===== src/rtl/load_size_reader_if.sv =====
// ============================================================================
// Module      : load_size_reader_if
// Description : Bundles the load request, memory read and result signals of
//               the load size reader.
//               slave  - the load size reader itself
//               master - the requester / memory side driving it
//   start      : load request (sampled when not busy)
//   addr       : load address
//   lsrcontrol : size code 00=byte 01=half 10=word 11=illegal
//   sign_ext   : 1 = sign-extend byte/half result
//   mem_rd     : memory read strobe
//   mem_addr   : memory read address
//   mem_rdata  : memory read data
//   out        : extracted, extended load result
//   busy       : load in flight
//   done       : one-cycle completion pulse
//   err        : one-cycle pulse with done for an illegal size code
// Revision    : 1.0 - initial release
// ============================================================================
`default_nettype none

interface load_size_reader_if;
    logic        start;
    logic [31:0] addr;
    logic [1:0]  lsrcontrol;
    logic        sign_ext;
    logic        mem_rd;
    logic [31:0] mem_addr;
    logic [31:0] mem_rdata;
    logic [31:0] out;
    logic        busy;
    logic        done;
    logic        err;

    modport slave (
        input  start, addr, lsrcontrol, sign_ext, mem_rdata,
        output mem_rd, mem_addr, out, busy, done, err
    );

    modport master (
        output start, addr, lsrcontrol, sign_ext, mem_rdata,
        input  mem_rd, mem_addr, out, busy, done, err
    );
endinterface

`default_nettype wire


===== src/rtl/load_size_reader.sv =====
// ============================================================================
// Module      : load_size_reader
// Description : Issues one memory read per accepted load request, waits a
//               fixed memory latency, then returns the low byte, halfword or
//               full word of the read data, zero- or sign-extended to 32 bits.
//   clk        : clock, rising edge
//   reset_n    : asynchronous active-low reset
//   bus        : load_size_reader_if.slave (request, memory and result signals)
//   MEM_LATENCY: cycles from the mem_rd cycle to valid mem_rdata (1..15)
// Revision    : 1.0 - initial release
// ============================================================================
`default_nettype none

module load_size_reader #(
    parameter int MEM_LATENCY = 1
) (
    input  wire logic           clk,
    input  wire logic           reset_n,
    load_size_reader_if.slave   bus
);

    typedef enum logic [2:0] {
        S_IDLE = 3'd0,
        S_READ = 3'd1,
        S_WAIT = 3'd2,
        S_DONE = 3'd3,
        S_ERR  = 3'd4
    } state_t;

    localparam logic [3:0] CNT_INIT = 4'(MEM_LATENCY - 1);

    state_t      state_q;
    logic [31:0] addr_q;
    logic [1:0]  lsr_q;
    logic        sext_q;
    logic [3:0]  cnt_q;
    logic [31:0] out_q;
    logic [31:0] out_d;
    logic        mem_rd_q;
    logic        busy_q;
    logic        done_q;
    logic        err_q;

    // Lane extraction uses the operands latched at start, never the live inputs.
    always_comb begin
        out_d = bus.mem_rdata;
        case (lsr_q)
            2'b00:   out_d = {{24{sext_q & bus.mem_rdata[7]}},  bus.mem_rdata[7:0]};
            2'b01:   out_d = {{16{sext_q & bus.mem_rdata[15]}}, bus.mem_rdata[15:0]};
            default: out_d = bus.mem_rdata;
        endcase
    end

    always_ff @(posedge clk or negedge reset_n) begin
        if (!reset_n) begin
            state_q  <= S_IDLE;
            addr_q   <= 32'd0;
            lsr_q    <= 2'b00;
            sext_q   <= 1'b0;
            cnt_q    <= 4'd0;
            out_q    <= 32'd0;
            mem_rd_q <= 1'b0;
            busy_q   <= 1'b0;
            done_q   <= 1'b0;
            err_q    <= 1'b0;
        end else begin
            // Strobes are single-cycle unless re-armed below.
            mem_rd_q <= 1'b0;
            done_q   <= 1'b0;
            err_q    <= 1'b0;
            case (state_q)
                S_READ: begin
                    cnt_q   <= CNT_INIT;
                    state_q <= S_WAIT;
                end
                S_WAIT: begin
                    if (cnt_q == 4'd0) begin
                        out_q   <= out_d;
                        done_q  <= 1'b1;
                        busy_q  <= 1'b0;
                        state_q <= S_DONE;
                    end else begin
                        cnt_q <= cnt_q - 4'd1;
                    end
                end
                default: begin
                    // IDLE, DONE and ERR all accept a new request, which gives
                    // back-to-back loads with no idle bubble.
                    if (bus.start) begin
                        addr_q <= bus.addr;
                        lsr_q  <= bus.lsrcontrol;
                        sext_q <= bus.sign_ext;
                        if (bus.lsrcontrol == 2'b11) begin
                            done_q  <= 1'b1;
                            err_q   <= 1'b1;
                            state_q <= S_ERR;
                        end else begin
                            mem_rd_q <= 1'b1;
                            busy_q   <= 1'b1;
                            state_q  <= S_READ;
                        end
                    end else begin
                        state_q <= S_IDLE;
                    end
                end
            endcase
        end
    end

    assign bus.mem_rd   = mem_rd_q;
    assign bus.mem_addr = addr_q;
    assign bus.out      = out_q;
    assign bus.busy     = busy_q;
    assign bus.done     = done_q;
    assign bus.err      = err_q;

endmodule

`default_nettype wire


===== src/flat_wrapper.sv =====
// flat-port wrapper written by rule: the top's interface ports become plain ports
module load_size_reader_flat 
#(
    parameter int MEM_LATENCY = 1
)
  (clk, reset_n, bus_start, bus_addr, bus_lsrcontrol, bus_sign_ext, bus_mem_rdata, bus_mem_rd, bus_mem_addr, bus_out, bus_busy, bus_done, bus_err);
  load_size_reader_if bus_i ();
  input  wire logic clk;
  input  wire logic reset_n;
  input wire logic [$bits(bus_i.start)-1:0] bus_start;
  input wire logic [$bits(bus_i.addr)-1:0] bus_addr;
  input wire logic [$bits(bus_i.lsrcontrol)-1:0] bus_lsrcontrol;
  input wire logic [$bits(bus_i.sign_ext)-1:0] bus_sign_ext;
  input wire logic [$bits(bus_i.mem_rdata)-1:0] bus_mem_rdata;
  output wire logic [$bits(bus_i.mem_rd)-1:0] bus_mem_rd;
  output wire logic [$bits(bus_i.mem_addr)-1:0] bus_mem_addr;
  output wire logic [$bits(bus_i.out)-1:0] bus_out;
  output wire logic [$bits(bus_i.busy)-1:0] bus_busy;
  output wire logic [$bits(bus_i.done)-1:0] bus_done;
  output wire logic [$bits(bus_i.err)-1:0] bus_err;
  assign bus_i.start = bus_start;
  assign bus_i.addr = bus_addr;
  assign bus_i.lsrcontrol = bus_lsrcontrol;
  assign bus_i.sign_ext = bus_sign_ext;
  assign bus_i.mem_rdata = bus_mem_rdata;
  assign bus_mem_rd = bus_i.mem_rd;
  assign bus_mem_addr = bus_i.mem_addr;
  assign bus_out = bus_i.out;
  assign bus_busy = bus_i.busy;
  assign bus_done = bus_i.done;
  assign bus_err = bus_i.err;
  load_size_reader #(.MEM_LATENCY(MEM_LATENCY)) u_core (.clk(clk), .reset_n(reset_n), .bus(bus_i));
endmodule

===== config.mk =====
export PLATFORM = sky130hd
export DESIGN_NAME = load_size_reader_flat
export DESIGN_NICKNAME = d
export VERILOG_FILES = /design/src/rtl/load_size_reader_if.sv /design/src/rtl/load_size_reader.sv /design/src/flat_wrapper.sv
export SDC_FILE = /design/constraint.sdc
export NUM_CORES = 1
export LEC_CHECK = 0
export CAP_MARGIN = 20
export CORE_MARGIN = 4
export CORE_UTILIZATION = 43
export DETAILED_ROUTE_END_ITERATION = 10
export HOLD_SLACK_MARGIN = 0.05
export PLACE_DENSITY = 0.85
export REMOVE_ABC_BUFFERS = 1
export SYNTH_ARGS = -nofsm -noshare
export SYNTH_HDL_FRONTEND = slang
export SYNTH_SLANG_ARGS = --single-unit

===== constraint.sdc =====
create_clock -name clk -period 2.3 [get_ports clk]
set_input_delay 0.46 -clock clk [delete_from_list [all_inputs] [get_ports clk]]
set_output_delay 0.46 -clock clk [all_outputs]
set_load 0.01 [all_outputs]

==> metrics.md <==
| Metric | Value |
|---|---|
| Max cap viols | 0 |
| Synthesized area | 3290 um2 |
| Worst endpoint required time | about 2500 ps |
| Commonest cells after routing, fill and taps aside | clkdlybuf4s50_1, dfrtp_1, mux2_1 |
| Via Count | 2424 |
| Routed length per instance | around 16 um |
| Post-route cell area | 4960 um2 |
| Global-route wire length before repair | 12.8 mm |
| Post-synth EDFFs | 0 |
| Worst Setup EP | u_core.bus.out[18] |
| Final Core Density | 67.7% |
| Slew margin rel. | around 68% |
| Chip width | ~95 um |
| Gpl congestion | 0.801 |
| Port Buffers | approximately 140 |
| Worst R2R Path Depth | 6 |
| H-Tree Depth | 3 |
| Setup Viol. Count Final | 0 |
| Cell count after synthesis | 250 |
| Cell variety after synth | 34 |
| CTS max path bufs | 2 |
| WL final | 7.85 mm |
| RR Startpoint | u_core.cnt_q[0] |
| Synthesis warning total | 0 |
| Vias/cell | between 4 and 5 |
| Hold Fails Final Rpt | 0 |
| Area after DPL | 4790 um2 |
| CTS tree | yes |
| Post-CTS Hold Buffers | 1 |
| LEAKAGE | approximately 2.1 nW |
| Post-cts gate resize count | 0 |
| Sequential-to-total area share from yosys stat | 59.4% |
| Largest net degree at the start of global routing | 39 |
| Clk Latency, worst-skew pair | 330 ps |
| DP HPWL | 5.84 mm |
| Post-CTS setup buffer count | 0 |
| ANT cells | 0 |
| Setup crit start kind | flop |
| Min-Delay Path Class | flop to flop |
| RSZ-0062 raised after global routing | false |
| Row count | 31 |
| Tmin final | roughly 1900 ps |
| DRC viols | 0 |
| Ys flop type | dfrtp_1 |
| CTS sink cnt | 78 |
| Tightest Pin Transition | 481 ps |
| Worst r2r dst | u_core.bus.out[18] |
| PD cells | 1320 nW/um2 |
| 1st-iter DRT viols | 107 |
| Max Clk Rate | 532 MHz |
| Final worst path period share | 81.8% |
| Worst EP arrival | 2090 ps |
| All-Layer GR Usage | 18.3% |
| NumNets Final | between 400 and 500 |
| Core Box Area | 7330 um2 |
| Async S/R FF share, synth | 100% |
| Grt ovf | 0 |
| Final Slew Violations | 0 |
| Clock Skew | roughly 7.8 ps |
| Syn Area/Cell | 13.1 um2 |
| Die footprint | 9100 um2 |
| Commonest non-fill, non-tap cell in the layout | clkdlybuf4s50_1 |
| Number of global-route vias before repair | 2639 |
| TritonCTS Buffers | 9 |
| Area Growth Syn to Fin | 51.0% |
| Fillers | 561 |
| Slack of the worst reg-to-reg path | 420 ps |
| Yosys reg bits | 78 |
| TritonRoute pass-1 iters | 4 |
| CP max FO | 30 |
| Starting Density | 44.8% |
| Worst-path clk slew | approximately 70 ps |
| Type of the worst setup path | flop to flop |
| Final ANT Viol Nets | 0 |
| Layout cells sized above 1 | 14.8% |
| VDD IR-drop max | 0.713 mV |
| Critical Path Sink Type | flop |
| Io pins | 138 |
| Clk root buf | clkbuf_8 |
| Outcome | finished, final reports clean |
| Antenna violations before repair | 0 |
| CP Launch Point | u_core.cnt_q[0] |
| Die Ht | roughly 95 um |
[area by class of cell]
class	count	area [um2]	area share, %
Timing Repair Buffer	144	1460	29.5
Tap cell	99	124	2.50
Sequential cell	78	1950	39.3
Clock inverter	2	10.0	0.202
Inverter	2	7.51	0.151
Clock buffer	11	151	3.05
Multi-Input combinational cell	155	1250	25.3
[critical path, cell delays in order, from the launching register on]
cell     delay [ps]
dfrtp_1         410
inv_1           100
ha_1            180
nor3b_1         350
nand2_2         190
buf_12          210
mux2_1          320
[power by group]
part	total [mW]	switching [mW]	internal, mW
logic	3.24	1.30	1.94
clock network	0.877	0.447	0.430
registers	2.41	0.387	2.02
total	6.53	2.14	4.39
[how the worst min path moves through the flow]
stage | startpoint | endpoint | cells past startpoint
2_1_floorplan | reset_n | u_core.bus.busy | 0
3_3_place_gp | reset_n | u_core.bus.out[22] | 1
3_5_place_dp | reset_n | u_core.bus.out[4] | 1
4_1_cts | u_core.bus.mem_addr[20] | u_core.bus.mem_addr[20] | 1
5_1_grt | u_core.bus.out[8] | u_core.bus.out[8] | 1
6_report | u_core.bus.out[16] | u_core.bus.out[16] | 1
[per-stage QoR]
step | setup WS (ps) | setup TNS (ps) | cells | hold WS (ps) | total power, mW
floorplan | -571 | -20120 | 235 | 164 | 3.92
global placement | 516 | 0 | 477 | 419 | 5.61
detailed placement | 426 | 0 | 477 | 414 | 5.73
CTS | 415 | 0 | 491 | 498 | 6.64
global route | 235 | 0 | 491 | 510 | 7.01
finish | 419 | 0 | 491 | 493 | 6.53
[metal layers]
layer  up-vias  GRT usage (%)  share of wire, %
li1       1143              -                 -
met1      1161           21.5                40
met2       114           30.7                49
met3         6           7.02                11
met4         0           6.16              0.85
met5         -              0                 0
[cells in the mapped netlist, types with 2 or more instances]
master	number	area (um2)
ha_1	2	25.0
nand2b_1	3	18.8
buf_6	2	22.5
nor2_1	4	15.0
mux2_1	35	394
buf_2	5	25.0
mux2i_1	3	30.0
nand2_1	29	109
o21ai_0	26	130
nor3_1	2	10.0
or3b_2	2	17.5
inv_1	2	7.51
mux2_2	32	360
clkbuf_1	5	18.8
nand3_1	2	10.0
dfrtp_1	78	1950
[registers in the layout, indices dropped and copies added (netlist names)]
| signal | count |
|---|---|
| u_core.sext_q | 1 |
| u_core.bus.out | 32 |
| u_core.bus.busy | 1 |
| u_core.bus.mem_addr | 32 |
| u_core.cnt_q | 4 |
| u_core.bus.done | 1 |
| u_core.bus.err | 1 |
| u_core.bus.mem_rd | 1 |
| u_core.state_q | 3 |
| u_core.lsr_q | 2 |
[kinds of logic after synthesis]
family / synth area share, %
buffers and inverters: 2.74
XOR/XNOR: 0.267
AND/OR/NAND/NOR: 7.05
multiplexers: 24.3
adder cells (fa/ha/maj): 0.761
AO/OA/AOI/OAI: 5.48
flip-flops: 59.4
(Power assumes the default switching activity.)
==> RTL edit 1 (same settings) <==
Re-encode `state_t` (5 states) as one-hot, 5 bits wide.
--- a/src/rtl/load_size_reader.sv
+++ b/src/rtl/load_size_reader.sv
@@ -21,8 +21,8 @@
 
-    typedef enum logic [2:0] {
-        S_IDLE = 3'd0,
-        S_READ = 3'd1,
-        S_WAIT = 3'd2,
-        S_DONE = 3'd3,
-        S_ERR  = 3'd4
+    typedef enum logic [4:0] {
+        S_IDLE = 5'b00001,
+        S_READ = 5'b00010,
+        S_WAIT = 5'b00100,
+        S_DONE = 5'b01000,
+        S_ERR  = 5'b10000
     } state_t;
Function: no difference found for any inputs over 10 cycles, from zero or initial values and one cycle with reset_n low; not proved beyond that.
==> RTL edit 1 against the original RTL <==
Wire length rose by 15%; cell area rose by 2.6%; fmax fell by 4.3%; total power fell by 28%; clock power rose by 22%; critical path depth fell by 2; synthesized area rose by 4.9%; worst setup slack got worse by 0.085 ns; sequential cell count rose by 2; worst hold slack improved by 0.0013 ns; critical path type unchanged; critical endpoint is now u_core.bus.mem_addr[6].
==> RTL edit 1: results (changes against the original RTL) <==
| Metric | Value |
|---|---|
| Status | complete, no violations |
| Slew Limit Headroom | 45.88% (-22 points) |
| Wl on met1 | 3386 µm (+8.6%) |
| Buffer share of cell area | 28.65% (-0.81 points) |
| Final Critical Period | 1.966 ns (+0.08486 ns) |
| Inverters | 8 (+6) |
| Placed inst area | 4877 µm² (+1.8%) |
| Sequential cell area | 2003 µm² (+2.6%) |
| Vias after detailed routing | 2745 (+13%) |
| Yosys cell types | 40 (+18%) |
| Crit path max-delay cell type | or3_1 |
| GRT met2 Usage | 34.26% (+3.6 points) |
| Hold Path Sink | u_core.bus.mem_addr[24] |
| Die Area | 9510 µm² (+4.5%) |
| Later-pin clock latency in the skew report | 0.35 ns (+0.02 ns) |
| Synth Area in Compound Gates | 13.69% (+8.2 points) |
| Dpl cells | 497 (+4.2%) |
| Clock-cell share | 4.029% (+0.78 points) |
| Synth Area in XOR/XNOR | 0.4720% (+0.21 points) |
| Synth Area in Adders | 0.7262% (-0.035 points) |
| First-pass GRT wire length | 14950 µm (+17%) |
| Multi-input gate area | 1267 µm² (+1.0%) |
| Reg2reg start | u_core.state_q[4] |
| Hold_sp | u_core.bus.mem_addr[24] |
| GRT Total Usage | 19.32% (+1.0 points) |
| Initial DRC Count | 252 (+140%) |
| Drt wl/cell | 17.62 µm (+10%) |
| Pleak | 2.112 nW (-0.98%) |
| Share of cells above drive strength 1 | 16.79% (+2.0 points) |
| Power density over the cells | 929.5 nW/µm² (-29%) |
| Seq/Total Area, Yosys | 58.13% (-1.3 points) |
| Multi-input logic cell count | 161 (+3.9%) |
| Commonest cells in the synthesized netlist | dfrtp_1 (79), a31oi_1 (48), mux2_2 (27), nand2_1 (20) |
| CP Max Fanout | 19 (-37%) |
| Worst Path Arrival | 2.19 ns (+0.10 ns) |
| Clock buf count | 12 (+1) |
| CTS sink count | 80 (+2.6%) |
RTL edit 1: cell types whose count changed after synthesis, sizes merged, moves of 3 or more:
cell    unedited run  this run
clkbuf             6        10
mux2i              4         0
or3                0         3
nand2             30        20
inv                2         8
o21ai             27        10
mux2              67        44
a31oi              0        48
buf                9        13
nor2               4         7
RTL edit 1: worst max path at each step:
| stage | start | to |
|---|---|---|
| after floorplan | u_core.cnt_q[0] | u_core.bus.out[0] |
| after global routing | u_core.state_q[4] | u_core.bus.mem_addr[6] |
| after global placement | u_core.state_q[4] | u_core.bus.mem_addr[1] |
| after CTS | u_core.state_q[4] | u_core.bus.mem_addr[6] |
| final | u_core.state_q[4] | u_core.bus.mem_addr[6] |
| after detailed placement | u_core.state_q[4] | u_core.bus.mem_addr[31] |
RTL edit 1: report_power, final:
part / internal, mW / total [mW] / switching (mW)
Combinational: 1.01 / 1.66 / 0.646
Sequential: 1.78 / 2.01 / 0.234
Clock: 0.581 / 1.07 / 0.485
Total: 3.37 / 4.73 / 1.36
==> RTL edit 2 (same flow settings) <==
Without the edit above. Reset style: synchronous (`reset_n`), changed in one clocked block. Comments in the files are not updated.
--- a/src/rtl/load_size_reader.sv
+++ b/src/rtl/load_size_reader.sv
@@ -53,3 +53,3 @@
 
-    always_ff @(posedge clk or negedge reset_n) begin
+    always_ff @(posedge clk) begin
         if (!reset_n) begin
Check against the original RTL: differs if reset_n is asserted again (counterexample within 4 cycles, from zero or initial values and one cycle with reset_n low); with reset_n held inactive, the same outputs for 10 cycles.
==> RTL edit 2 against the original RTL <==
Synthesized area down 1.9%; worst setup slack worse by 0.12 ns; cell count up 16%; via count grew 21%; cell area fell by 2.4%; wire length rose by 7.5%; clock skew up 0.0064 ns; largest cell class unchanged; global-route usage is 1.0 points higher; synthesized cell count up 34%; sequential cell count unchanged.
Power is not compared: it rests on default switching activity, and its combinational part moved more than twofold at a synthesized area within 25%.
==> RTL edit 2: results (changes against the original RTL) <==
| Metric | Value |
|---|---|
| Inverters | 5 (+3) |
| Hold Path Sink | u_core.bus.mem_addr[31] |
| Hold_sp | u_core.bus.mem_addr[31] |
| Fin nets | 536 (+16%) |
| Clock buf count | 10 (-1) |
| Share of cells above drive strength 1 | 10.02% (-4.8 points) |
| Avg Inst Size Synth | 9.593 µm² (-27%) |
| Crit path max-delay cell type | or3b_2 |
| CTS clk-pin slew, worst paths | 0.09 ns (+0.02 ns) |
| Drt wl/cell | 14.87 µm (-7.1%) |
| Largest family of logic cells by synthesized area | simple AND/OR/NAND/NOR gates |
| Largest net degree at the start of global routing | 98 (+150%) |
| Status | complete, no violations |
| Dpl cells | 552 (+16%) |
| Gp weighted congestion | 0.7581 (-5.4%) |
| Hold Path Cell Cnt | 2 (+1) |
| Ys async rst share | 0% (-100 points) |
| Worst Max-Slew Pin Slew | 0.7212 ns (+0.2399 ns) |
| R2R depth | 5 (-1) |
| Initial DRC Count | 148 (+38%) |
| GRT Total Usage | 19.29% (+1.0 points) |
| Post-DP HPWL | 6068 µm (+4.0%) |
| Multi-input gate area | 1494 µm² (+19%) |
| Synth Area in Compound Gates | 14.60% (+9.1 points) |
| First-pass GRT wire length | 13780 µm (+7.8%) |
| Commonest cells in the synthesized netlist | dfxtp_1 (78), nand2_1 (75), mux2i_1 (39), a21oi_1 (17), o21ai_0 (17) |
| Synth Area in Adders | 0.7764% (+0.015 points) |
| Clock-cell share | 4.085% (+0.83 points) |
| Finished Layout Cells | 568 (+16%) |
| Yosys cell types | 37 (+8.8%) |
| Fin util | 66.72% (-0.95 points) |
| Synth top area cells | dfxtp_1 (48%), mux2i_1 (12%), nand2_1 (8.7%) |
| Vias after detailed routing | 2925 (+21%) |
| Skew final | 0.01417 ns (+0.006385 ns) |
| Post-synthesis mux area share | 12.11% (-12 points) |
| CP startpoint | u_core.cnt_q[0] |
| Later-pin clock latency in the skew report | 0.35 ns (+0.02 ns) |
| Vias in the first global route | 2849 (+8.0%) |
| Seq area share | 32.26% (-7.1 points) |
| Slowest stage delay, CP | 0.57 ns (+0.16 ns) |
| Reg2reg setup slack | 0.30 ns (-0.12 ns) |
==> RTL edit 2: cell types whose count changed after synthesis, sizes merged, moves of 10 or more <==
cell / unedited run / this run
dfrtp: 78 / 0
o221a: 0 / 16
o21ai: 27 / 17
and2: 0 / 16
nand2: 30 / 75
clkbuf: 6 / 16
mux2i: 4 / 39
mux2: 67 / 0
a21oi: 1 / 17
dfxtp: 0 / 78
==> RTL edit 2: power by group through the flow <==
stage               combinational [mW]  clock [mW]  sequential (mW)
detailed placement                1.36           0             1.75
global placement                  1.32           0             1.74
floorplan                        0.569           0             1.82
global route                      1.47        1.10             1.75
finish                            1.36        1.02             1.72
CTS                               1.37        1.03             1.72
==> RTL edit 2: per-layer routing <==
layer | global-route usage (%) | vias to the layer above | share of wire (%)
met5 | 0 | - | 0
met3 | 6.932 | 13 | 9.7
met4 | 5.889 | 0 | 1.4
li1 | - | 1440 | -
met1 | 23.36 | 1362 | 42
met2 | 32.09 | 110 | 47
